**src/rtl/click_token_injector.sv**
```systemverilog
// Clocked token source for the asynchronous click pipeline: issues two-phase
// request tokens, tracks ack/retire through synchronisers, flags stalls.

module click_tok_sync #(
  parameter int STAGES = 2
) (
  input  logic i_clk,
  input  logic i_rst,
  input  logic d_i,
  output logic q_o
);
  logic [STAGES-1:0] sync_q;

  always_ff @(posedge i_clk or posedge i_rst) begin
    if (i_rst) sync_q <= '0;
    else       sync_q <= {sync_q[STAGES-2:0], d_i};
  end

  assign q_o = sync_q[STAGES-1];
endmodule

module click_token_injector #(
  parameter int CNT_W        = 16,
  parameter int SYNC_STAGES  = 2,
  parameter int MAX_INFLIGHT = 4,
  parameter int TIMEOUT      = 1023
) (
  input  logic             i_clk,
  input  logic             i_rst,
  input  logic             i_start,
  input  logic [CNT_W-1:0] i_num_tokens,
  input  logic             i_abort,
  output logic             o_reqL,
  input  logic             i_ackL,
  input  logic             i_reqR,
  output logic             o_busy,
  output logic             o_done,
  output logic             o_timeout,
  output logic [CNT_W-1:0] o_issued,
  output logic [CNT_W-1:0] o_retired
);
  localparam int TMR_W = $clog2(TIMEOUT + 1);

  typedef enum logic [1:0] {IDLE, ISSUE, WAIT_ACK, DRAIN} state_e;

  state_e           state_q, state_d;
  logic [CNT_W-1:0] target_q, target_d;
  logic [CNT_W-1:0] issued_q, issued_d;
  logic [CNT_W-1:0] retired_q, retired_d;
  logic [TMR_W-1:0] timer_q, timer_d;
  logic             reqL_q, reqL_d;
  logic             done_q, done_d;
  logic             timeout_q, timeout_d;
  logic             req_prev_q;

  logic             ack_s, req_s, retire_ev, tmr_count;
  logic [CNT_W-1:0] in_flight;
  logic [TMR_W-1:0] timer_inc;

  click_tok_sync #(.STAGES(SYNC_STAGES)) u_ack_sync (
    .i_clk(i_clk), .i_rst(i_rst), .d_i(i_ackL), .q_o(ack_s)
  );
  click_tok_sync #(.STAGES(SYNC_STAGES)) u_req_sync (
    .i_clk(i_clk), .i_rst(i_rst), .d_i(i_reqR), .q_o(req_s)
  );

  assign retire_ev = req_s ^ req_prev_q;
  assign in_flight = issued_q - retired_q;
  assign timer_inc = timer_q + 1'b1;

  always_comb begin
    state_d   = state_q;
    target_d  = target_q;
    issued_d  = issued_q;
    retired_d = retired_q;
    timer_d   = timer_q;
    reqL_d    = reqL_q;
    done_d    = 1'b0;
    timeout_d = timeout_q;
    tmr_count = 1'b0;

    // Retirements are tracked in every state; stray toggles beyond issued are dropped
    if (retire_ev && (retired_q < issued_q)) retired_d = retired_q + 1'b1;

    if (i_abort) begin
      state_d = IDLE;
    end else begin
      unique case (state_q)
        IDLE: begin
          if (i_start) begin
            if (i_num_tokens != '0) begin
              target_d  = i_num_tokens;
              issued_d  = '0;
              retired_d = '0;
              timer_d   = '0;
              timeout_d = 1'b0;
              state_d   = ISSUE;
            end else begin
              done_d = 1'b1;
            end
          end
        end
        ISSUE: begin
          if (in_flight < CNT_W'(MAX_INFLIGHT)) begin
            reqL_d   = ~reqL_q;
            issued_d = issued_q + 1'b1;
            timer_d  = '0;
            state_d  = WAIT_ACK;
          end else begin
            tmr_count = 1'b1;
          end
        end
        WAIT_ACK: begin
          if (ack_s == reqL_q) begin
            timer_d = '0;
            state_d = (issued_q == target_q) ? DRAIN : ISSUE;
          end else begin
            tmr_count = 1'b1;
          end
        end
        DRAIN: begin
          if (retired_q == target_q) begin
            done_d  = 1'b1;
            state_d = IDLE;
          end else if (retire_ev) begin
            timer_d = '0;
          end else begin
            tmr_count = 1'b1;
          end
        end
        default: state_d = IDLE;
      endcase

      if (tmr_count) begin
        timer_d = timer_inc;
        if (timer_inc == TMR_W'(TIMEOUT)) begin
          timeout_d = 1'b1;
          state_d   = IDLE;
        end
      end
    end
  end

  always_ff @(posedge i_clk or posedge i_rst) begin
    if (i_rst) begin
      state_q    <= IDLE;
      target_q   <= '0;
      issued_q   <= '0;
      retired_q  <= '0;
      timer_q    <= '0;
      reqL_q     <= 1'b0;
      done_q     <= 1'b0;
      timeout_q  <= 1'b0;
      req_prev_q <= 1'b0;
    end else begin
      state_q    <= state_d;
      target_q   <= target_d;
      issued_q   <= issued_d;
      retired_q  <= retired_d;
      timer_q    <= timer_d;
      reqL_q     <= reqL_d;
      done_q     <= done_d;
      timeout_q  <= timeout_d;
      req_prev_q <= req_s;
    end
  end

  assign o_reqL    = reqL_q;
  assign o_busy    = (state_q != IDLE);
  assign o_done    = done_q;
  assign o_timeout = timeout_q;
  assign o_issued  = issued_q;
  assign o_retired = retired_q;
endmodule
```
**config.mk**
```make
export PLATFORM = sky130hd
export DESIGN_NAME = click_token_injector
export DESIGN_NICKNAME = d
export VERILOG_FILES = /design/src/rtl/click_token_injector.sv
export SDC_FILE = /design/constraint.sdc
export NUM_CORES = 1
export LEC_CHECK = 0
export BUFFER_PORTS_ARGS = -buffer_cell sky130_fd_sc_hd__buf_2
export CORE_UTILIZATION = 45
export DETAILED_ROUTE_END_ITERATION = 8
export GPL_TIMING_DRIVEN = 0
export PLACE_DENSITY_LB_ADDON = 0.12
export SLEW_MARGIN = 0
export SYNTH_ARGS = -nofsm -noshare
export SYNTH_HDL_FRONTEND = slang
export SYNTH_SLANG_ARGS = --single-unit
export TNS_END_PERCENT = 1
```
**constraint.sdc**
```tcl
create_clock -name i_clk -period 5.4 [get_ports i_clk]
set_clock_uncertainty 0.15 [all_clocks]
set_input_delay 1.35 -clock i_clk [delete_from_list [all_inputs] [get_ports i_clk]]
set_output_delay 1.35 -clock i_clk [all_outputs]
set_load 0.05 [all_outputs]
```
==> impl_summary.txt, run 1 <==
----------------------------------------------------
[Run status]
  Result of the run ... finished, final reports clean

[Route]
  Wire length reported by the detailed router ... around 14000 um
  Post-detailed-route via-to-cell ratio ... between 5 and 6
  Iteration-0 DRC count of the detailed router ... 250
  Pre-Repair DR Iteration Count ... 5
  Remaining antenna violation count ... 0
  Average wire per standard cell ... about 18 um
  Routed via count ... 4610
  # DRC ... 0

[Clock network]
  Latest clock arrival within the worst-skew pair ... about 0.36 ns
  CTS H-Tree Depth ... 3
  Number of buffers on the longest clock path ... 2
  Hold bufs inserted after CTS ... 0
  Clock tree root buffer cell ... sky130_fd_sc_hd__clkbuf_8
  Clock buffers created by TritonCTS ... 9
  Clock-pin slew of the registers on the worst-case setup and hold paths ... approximately 0.080 ns
  Number of sinks driven by the clock tree ... slightly below 70
  Number of setup buffers added after CTS ... 0
  Number of instances resized during post-cts repair ... 0
  Clock tree from TritonCTS ... yes

[Floorplan]
  Die outline width ... 106 um
  Floorplan die area ... ~11000 sq um
  Number of placement rows ... 37
  Count of pins on the block boundary ... 58
  Core Footprint ... between 10000 and 15000 sq um
  Height of the die ... 106 um
  Starting density of the core ... between 40% and 50%

[Critical path]
  Worst setup SP type ... register
  Setup CP Type ... reg -> reg
  Buffering stage count on the worst path with inverters included ... 1
  Cell family with most CP delay ... compound AO/OA/AOI/OAI gates
  Critical Path Max Stage Delay ... approximately 0.51 ns
  Cells along the critical path ... ha_1 -> buf_2 -> xor2_1 -> o31a_1 -> o41ai_1 -> o211ai_1 -> or4_4 -> nor4_4 -> a21boi_2 -> o21ai_1 -> o21ai_0
  Worst endpoint required time ... 5.47 ns
  Critical path capture point type ... register
  Highest fanout seen on the critical path ... 10
  Data arrival at the endpoint of the critical path ... between 4 and 5 ns
  Cell at the slowest stage of the critical path ... sky130_fd_sc_hd__dfrtp_1

[Timing]
  Final Max Tran Viols ... 0
  Final-layout setup total negative slack ... 0 ns
  Worst hold slack ... 0.206 ns
  Max Clock Freq ... 237 MHz
  Final period util ... about 78%
  Slew headroom ... a little over two fifths
  Setup Viol. Count Final ... 0
  Final worst setup slack ... between 1 and 1.5 ns
  Final period demand of the worst path ... 4.21 ns
  RSZ-0062 raised after global routing ... no
  Tightest Pin Transition ... 0.847 ns
  Final hold viol count ... 0

[Global routing]
  Overflow left after global routing ... 0
  Global-route wire length before repair ... about 23000 um
  Global-route total usage across every layer ... between 20% and 30%
  Number of antenna violations at the first check in global routing ... 0
  Number of global-route vias before repair ... 4352
  Maximum number of pins on one net before global-route repair ... 69

[Cells and area]
  Filler cells ... around 1000
  Share of the core filled with cells in the final layout ... approximately 53%
  Layout Cell Area excl Fill ... about 5500 sq um
  Fraction of final layout cells sized beyond drive strength 1 ... between 10% and 20%
  Final-stage net count ... 690
  Area overhead of the layout relative to synthesis ... 13.0%
  Final Non-Filler Cells ... slightly below 800
  Diode insertion count for antenna repair ... 0

[Yosys]
  Main synth FF type ... sky130_fd_sc_hd__dfrtp_1
  Area share of the largest cell type after synthesis ... between 30% and 40%
  Synthesized netlist net count ... 623
  Number of register bits inferred by synthesis ... 68
  Syn Inst Count ... roughly 580
  Warning count from the yosys run ... 0
  Post-synthesis instance area ... around 4900 sq um
  Area leader, netlist ... sky130_fd_sc_hd__dfrtp_1
  Top cells by area in the synthesized netlist ... sky130_fd_sc_hd__dfrtp_1, sky130_fd_sc_hd__nand2_1, sky130_fd_sc_hd__ha_1, sky130_fd_sc_hd__xnor2_1, sky130_fd_sc_hd__o21ai_0
  Post-synth cell types ... 65
  Share of synthesized area occupied by flip-flops and latches ... a little over a third
  Count of flip-flops with a built-in enable after synthesis ... 0
  Per-instance average area after synthesis ... between 8 and 9 sq um
  Synth async-reset ratio ... 100%

[Run]
  Number of violations of the max-capacitance limit ... 0

[Place]
  HPWL after detailed placement ... approximately 10000 um
  Placement-stage cell area ... around 5300 sq um
  Post-placement cell count ... 769
  RD Place Congestion ... just under 0.9
  DP Worst Slack ... between 1 and 1.5 ns
  Port bufs ... between 50 and 60

[Pwr]
  Worst-case vdd ir drop ... roughly 0.27 mV
  Power Total ... around 1.7 mW
  Power density over cell area ... slightly above 300 nW/um^2
  Leakage ... ~2.6 nW

[Worst hold path]
  Hold WC Path Type ... reg -> reg

----------------------------------------------------
cell usage after synthesis (4+ instances only):
cell type / number
sky130_fd_sc_hd__a211o_1: 7
sky130_fd_sc_hd__a21o_1: 4
sky130_fd_sc_hd__a21o_2: 4
sky130_fd_sc_hd__a21oi_1: 25
sky130_fd_sc_hd__and3_1: 8
sky130_fd_sc_hd__clkbuf_1: 13
sky130_fd_sc_hd__dfrtp_1: 68
sky130_fd_sc_hd__ha_1: 24
sky130_fd_sc_hd__inv_1: 31
sky130_fd_sc_hd__mux2i_1: 6
sky130_fd_sc_hd__nand2_1: 95
sky130_fd_sc_hd__nand2b_1: 5
sky130_fd_sc_hd__nand3_1: 22
sky130_fd_sc_hd__nand4_1: 17
sky130_fd_sc_hd__nor2_1: 33
sky130_fd_sc_hd__nor2b_1: 8
sky130_fd_sc_hd__nor3_1: 9
sky130_fd_sc_hd__nor3b_1: 5
sky130_fd_sc_hd__nor4_1: 14
sky130_fd_sc_hd__o211ai_1: 11
sky130_fd_sc_hd__o21a_1: 5
sky130_fd_sc_hd__o21ai_0: 36
sky130_fd_sc_hd__o31ai_1: 6
sky130_fd_sc_hd__or2_2: 4
sky130_fd_sc_hd__or3_1: 7
sky130_fd_sc_hd__or4_1: 8
sky130_fd_sc_hd__xnor2_1: 33
sky130_fd_sc_hd__xor2_1: 17
path summary, 6_finish.rpt:
path / start / to / slack, ns / depth (start not counted)
max reg2reg: o_issued[4] / timer_q[4] / 1.19 / 11
min reg2reg: u_req_sync.sync_q[0] / u_req_sync.sync_q[1] / 0.21 / 0
min: u_req_sync.sync_q[0] / u_req_sync.sync_q[1] / 0.21 / 0
max in group asynchronous: i_rst / o_issued[13] / 3.54 / 2
min in group asynchronous: i_rst / target_q[5] / 1.00 / 2
max: o_issued[4] / timer_q[4] / 1.19 / 11
where the power goes:
| group | internal, mW | switching (mW) | leakage, nW |
|---|---|---|---|
| clock | 0.178 | 0.212 | 0.0920 |
| sequential | 0.551 | 0.0766 | 0.908 |
| combinational | 0.257 | 0.391 | 1.60 |
| total | 0.986 | 0.680 | 2.60 |
final cells by class:
type	instances	area [sq um]	area share, %
Multi-Input combinational cell	461	2960	54.0
Sequential cell	68	1700	31.0
Timing Repair Buffer	56	280	5.11
Tap cell	136	170	3.10
Clock buffer	10	138	2.51
Inverter	31	119	2.17
Buffer	17	76.3	1.39
Clock inverter	6	40.0	0.730
placed cells by master (no fill, tap or decap), types with 4 or more instances in the layout:
| cell type | synthesis | routed |
|---|---|---|
| sky130_fd_sc_hd__o21a_1 | 5 | 5 |
| sky130_fd_sc_hd__a211o_1 | 7 | 7 |
| sky130_fd_sc_hd__nor3b_1 | 5 | 5 |
| sky130_fd_sc_hd__o21ai_0 | 36 | 36 |
| sky130_fd_sc_hd__ha_1 | 24 | 24 |
| sky130_fd_sc_hd__or3_1 | 7 | 7 |
| sky130_fd_sc_hd__nor3_1 | 9 | 9 |
| sky130_fd_sc_hd__nand2b_1 | 5 | 5 |
| sky130_fd_sc_hd__nor2_1 | 33 | 33 |
| sky130_fd_sc_hd__nor4_1 | 14 | 14 |
| sky130_fd_sc_hd__buf_2 | 1 | 57 |
| sky130_fd_sc_hd__a21o_1 | 4 | 4 |
| sky130_fd_sc_hd__xnor2_1 | 33 | 33 |
| sky130_fd_sc_hd__nand3_1 | 22 | 22 |
| sky130_fd_sc_hd__or4_1 | 8 | 8 |
| sky130_fd_sc_hd__inv_1 | 31 | 30 |
| sky130_fd_sc_hd__clkbuf_8 | 0 | 10 |
| sky130_fd_sc_hd__a21o_2 | 4 | 4 |
| sky130_fd_sc_hd__xor2_1 | 17 | 17 |
| sky130_fd_sc_hd__o31ai_1 | 6 | 6 |
| sky130_fd_sc_hd__nand2_1 | 95 | 95 |
| sky130_fd_sc_hd__a21oi_1 | 25 | 25 |
| sky130_fd_sc_hd__mux2i_1 | 6 | 6 |
| sky130_fd_sc_hd__dfrtp_1 | 68 | 68 |
| sky130_fd_sc_hd__clkbuf_1 | 13 | 13 |
| sky130_fd_sc_hd__and3_1 | 8 | 8 |
| sky130_fd_sc_hd__or2_2 | 4 | 4 |
| sky130_fd_sc_hd__o211ai_1 | 11 | 11 |
| sky130_fd_sc_hd__nand4_1 | 17 | 17 |
| sky130_fd_sc_hd__nor2b_1 | 8 | 8 |
registers in the layout, indices dropped and copies added, names as in the netlist:
name               count
timer_q               10
o_retired             16
state_q                2
o_done                 1
target_q              16
req_prev_q             1
o_reqL                 1
o_timeout              1
o_issued              16
u_req_sync.sync_q      2
u_ack_sync.sync_q      2
kinds of logic (layout without fill, tap and decap cells):
kind of cell,Yosys count,in the layout,synth area share (%)
mux,7,7,1.47
fa+ha+maj,24,24,6.19
simple gates,248,248,26.1
xor+xnor,50,50,9.02
buf+inv,48,120,3.97
flops,68,68,35.1
compound gates,132,132,18.2
per-layer routing:
layer  vias up  track usage (%)  share of wire, %
met5         -                0                 0
met4         0             9.23               2.2
met3        25             5.07               5.2
met2       145             42.2                45
met1      2227             36.8                48
li1       2213                -                 -
No activity file was read; power rests on OpenSTA's default activity.
==> run 2: changes to the inputs <==
==> constraint.sdc (replaced) <==
create_clock -name i_clk -period 4 [get_ports i_clk]
set_clock_uncertainty 0.15 [all_clocks]
set_input_delay 1 -clock i_clk [delete_from_list [all_inputs] [get_ports i_clk]]
set_output_delay 1 -clock i_clk [all_outputs]
set_load 0.05 [all_outputs]
==> impl_summary.txt, run 2 (synthesized netlist as in run 1, its figures left out) <==
----------------------------------------------------
[Global routing]
  Maximum number of pins on one net before global-route repair ... approximately 70
  Global-route total usage across every layer ... 26.8%
  Global-route wire length before repair ... approximately 23000 um
  Number of antenna violations at the first check in global routing ... 0
  Overflow left after global routing ... 0
  Number of global-route vias before repair ... approximately 4300

[Route]
  Pre-Repair DR Iteration Count ... 5
  Routed via count ... approximately 4600
  Average wire per standard cell ... about 18 um
  # DRC ... 0
  Wire length reported by the detailed router ... around 14000 um
  Iteration-0 DRC count of the detailed router ... 271
  Remaining antenna violation count ... 0
  Post-detailed-route via-to-cell ratio ... 5.90

[Timing]
  Slew headroom ... 43.8%
  Tightest Pin Transition ... between 0.8 and 0.9 ns
  Final period util ... 96.7%
  Final period demand of the worst path ... 3.87 ns
  Setup Viol. Count Final ... 0
  Final Max Tran Viols ... 0
  Final-layout setup total negative slack ... 0 ns
  Final hold viol count ... 0
  Max Clock Freq ... between 200 and 300 MHz

[Pwr]
  Proportion of total power due to net switching ... between 40% and 50%
  Switching power ... between 0.9 and 1 mW
  Sequential power share ... 37.4%
  Power density over cell area ... about 400 nW/um^2
  Clock share of power ... 23.3%
  Leakage ... ~2.6 nW
  Cell Int Power ... between 1 and 1.5 mW
  Combinational fraction of design power ... around two fifths
  Worst-case vdd ir drop ... roughly 0.37 mV

[Clock network]
  Clock-pin slew of the registers on the worst-case setup and hold paths ... ~0.080 ns
  Number of sinks driven by the clock tree ... approximately 70
  Latest clock arrival within the worst-skew pair ... 0.36 ns
  Clock tree from TritonCTS ... yes
  Clock tree root buffer cell ... sky130_fd_sc_hd__clkbuf_8
  Clock buffers created by TritonCTS ... 9
  Number of buffers on the longest clock path ... 2
  Hold bufs inserted after CTS ... 0
  CTS H-Tree Depth ... 3

[Cells and area]
  Final Non-Filler Cells ... 786
  Area overhead of the layout relative to synthesis ... 13.7%
  Final-stage net count ... approximately 700
  Most frequent cells in the layout ... sky130_fd_sc_hd__nand2_1, sky130_fd_sc_hd__dfrtp_1, sky130_fd_sc_hd__buf_2
  Filler cells ... 1000
  Most common cell after layout, fill and taps aside ... sky130_fd_sc_hd__nand2_1
  Fraction of final layout cells sized beyond drive strength 1 ... 15.7%
  Diode insertion count for antenna repair ... 0

[Floorplan]
  Die outline width ... ~110 um
  Core Footprint ... 10400 sq um
  Floorplan die area ... approximately 11000 sq um
  Count of pins on the block boundary ... 58
  Number of placement rows ... 37
  Height of the die ... roughly 110 um
  Starting density of the core ... 46.8%

[Critical path]
  Critical Path Max Stage Delay ... ~0.56 ns
  Reg2Reg Setup Slack ... 0.13 ns
  Worst endpoint required time ... 4.13 ns
  Data arrival at the endpoint of the critical path ... ~4 ns
  Cells along the critical path ... ha_1 -> buf_2 -> xor2_1 -> o31a_1 -> o41ai_2 -> o211ai_1 -> or4_4 -> or4_4 -> nor4_2 -> mux2i_1 -> o2bb2ai_1
  Worst setup SP type ... register
  Buffering stage count on the worst path with inverters included ... 1
  Setup CP Type ... reg -> reg
  Critical path capture point type ... register
  Highest fanout seen on the critical path ... 8
  Cell at the slowest stage of the critical path ... sky130_fd_sc_hd__or4_4
  Dominant cell type by count on the critical path ... sky130_fd_sc_hd__or4_4
  Cell family with most CP delay ... simple AND/OR/NAND/NOR gates

[Worst hold path]
  Hold WC Path Type ... reg -> reg

[Place]
  RD Place Congestion ... 0.886
  Post-placement cell count ... around 770
  Port bufs ... 56
  HPWL after detailed placement ... ~10000 um

[Run]
  Number of violations of the max-capacitance limit ... 0

[Run status]
  Result of the run ... finished, final reports clean

----------------------------------------------------
-- run 2: changes by cell type in the layout (fill, tap and decap cells not counted), sizes merged --
cell / delta
buf: +1
-- run 2: power groups by stage --
stage / Combinational [mW] / Clock (mW) / Sequential (mW)
floorplan: 0.617 / 0 / 0.894
global placement: 0.861 / 0 / 0.858
detailed placement: 0.866 / 0 / 0.860
CTS: 0.877 / 0.537 / 0.846
global route: 0.985 / 0.569 / 0.854
finish: 0.888 / 0.528 / 0.845
-- run 2: what timing repair did --
| item | CTS | global route |
|---|---|---|
| pin swaps | 0 | 1 |
| buffers inserted | 0 | 1 |
| gates resized for setup | 2 | 4 |
| endpoints found under the setup margin | 17 | 22 |
-- run 2: routing by layer --
metal	wire length, um	track usage (%)	share of wire [%]	vias to the layer above
li1	-	-	-	2207
met1	6490	36.9	46	2239
met2	6370	42.4	46	171
met3	865	5.07	6.2	23
met4	263	8.63	1.9	0
met5	0	0	0	-
-- run 2: worst paths after layout --
kind	from	end	cells after the start
min	u_req_sync.sync_q[0]	u_req_sync.sync_q[1]	0
max	o_issued[4]	o_issued[15]	11
max in group asynchronous	i_rst	o_issued[13]	2
min in group asynchronous	i_rst	target_q[5]	2
min reg2reg	u_req_sync.sync_q[0]	u_req_sync.sync_q[1]	0
max reg2reg	o_issued[4]	o_issued[15]	11
-- run 2: final cells by class --
cell class	instances	area, sq um	area share [%]
flip-flops and latches	68	1700	30.8
multi-input cells	461	2980	54.1
inverters	31	119	2.15
repair buffers	57	288	5.22
plain buffers	17	77.6	1.41
clock inverters	6	40.0	0.726
clock buffers	10	138	2.49
well taps	136	170	3.08
-- run 2: per-stage QoR --
| step | hold WS (ns) | utilization (%) | instance area, sq um | setup slack (ns) | total power [mW] |
|---|---|---|---|---|---|
| after floorplan | 0.181 | - | 4850 | 0.161 | 1.51 |
| after global placement | 0.182 | 51.2 | 5310 | -0.137 | 1.72 |
| after detailed placement | 0.187 | 51.2 | 5310 | -0.147 | 1.73 |
| after CTS | 0.205 | 53.0 | 5500 | 0.0548 | 2.26 |
| after global routing | 0.226 | 53.2 | 5520 | -0.00383 | 2.41 |
| final | 0.205 | 53.2 | 5520 | 0.132 | 2.26 |
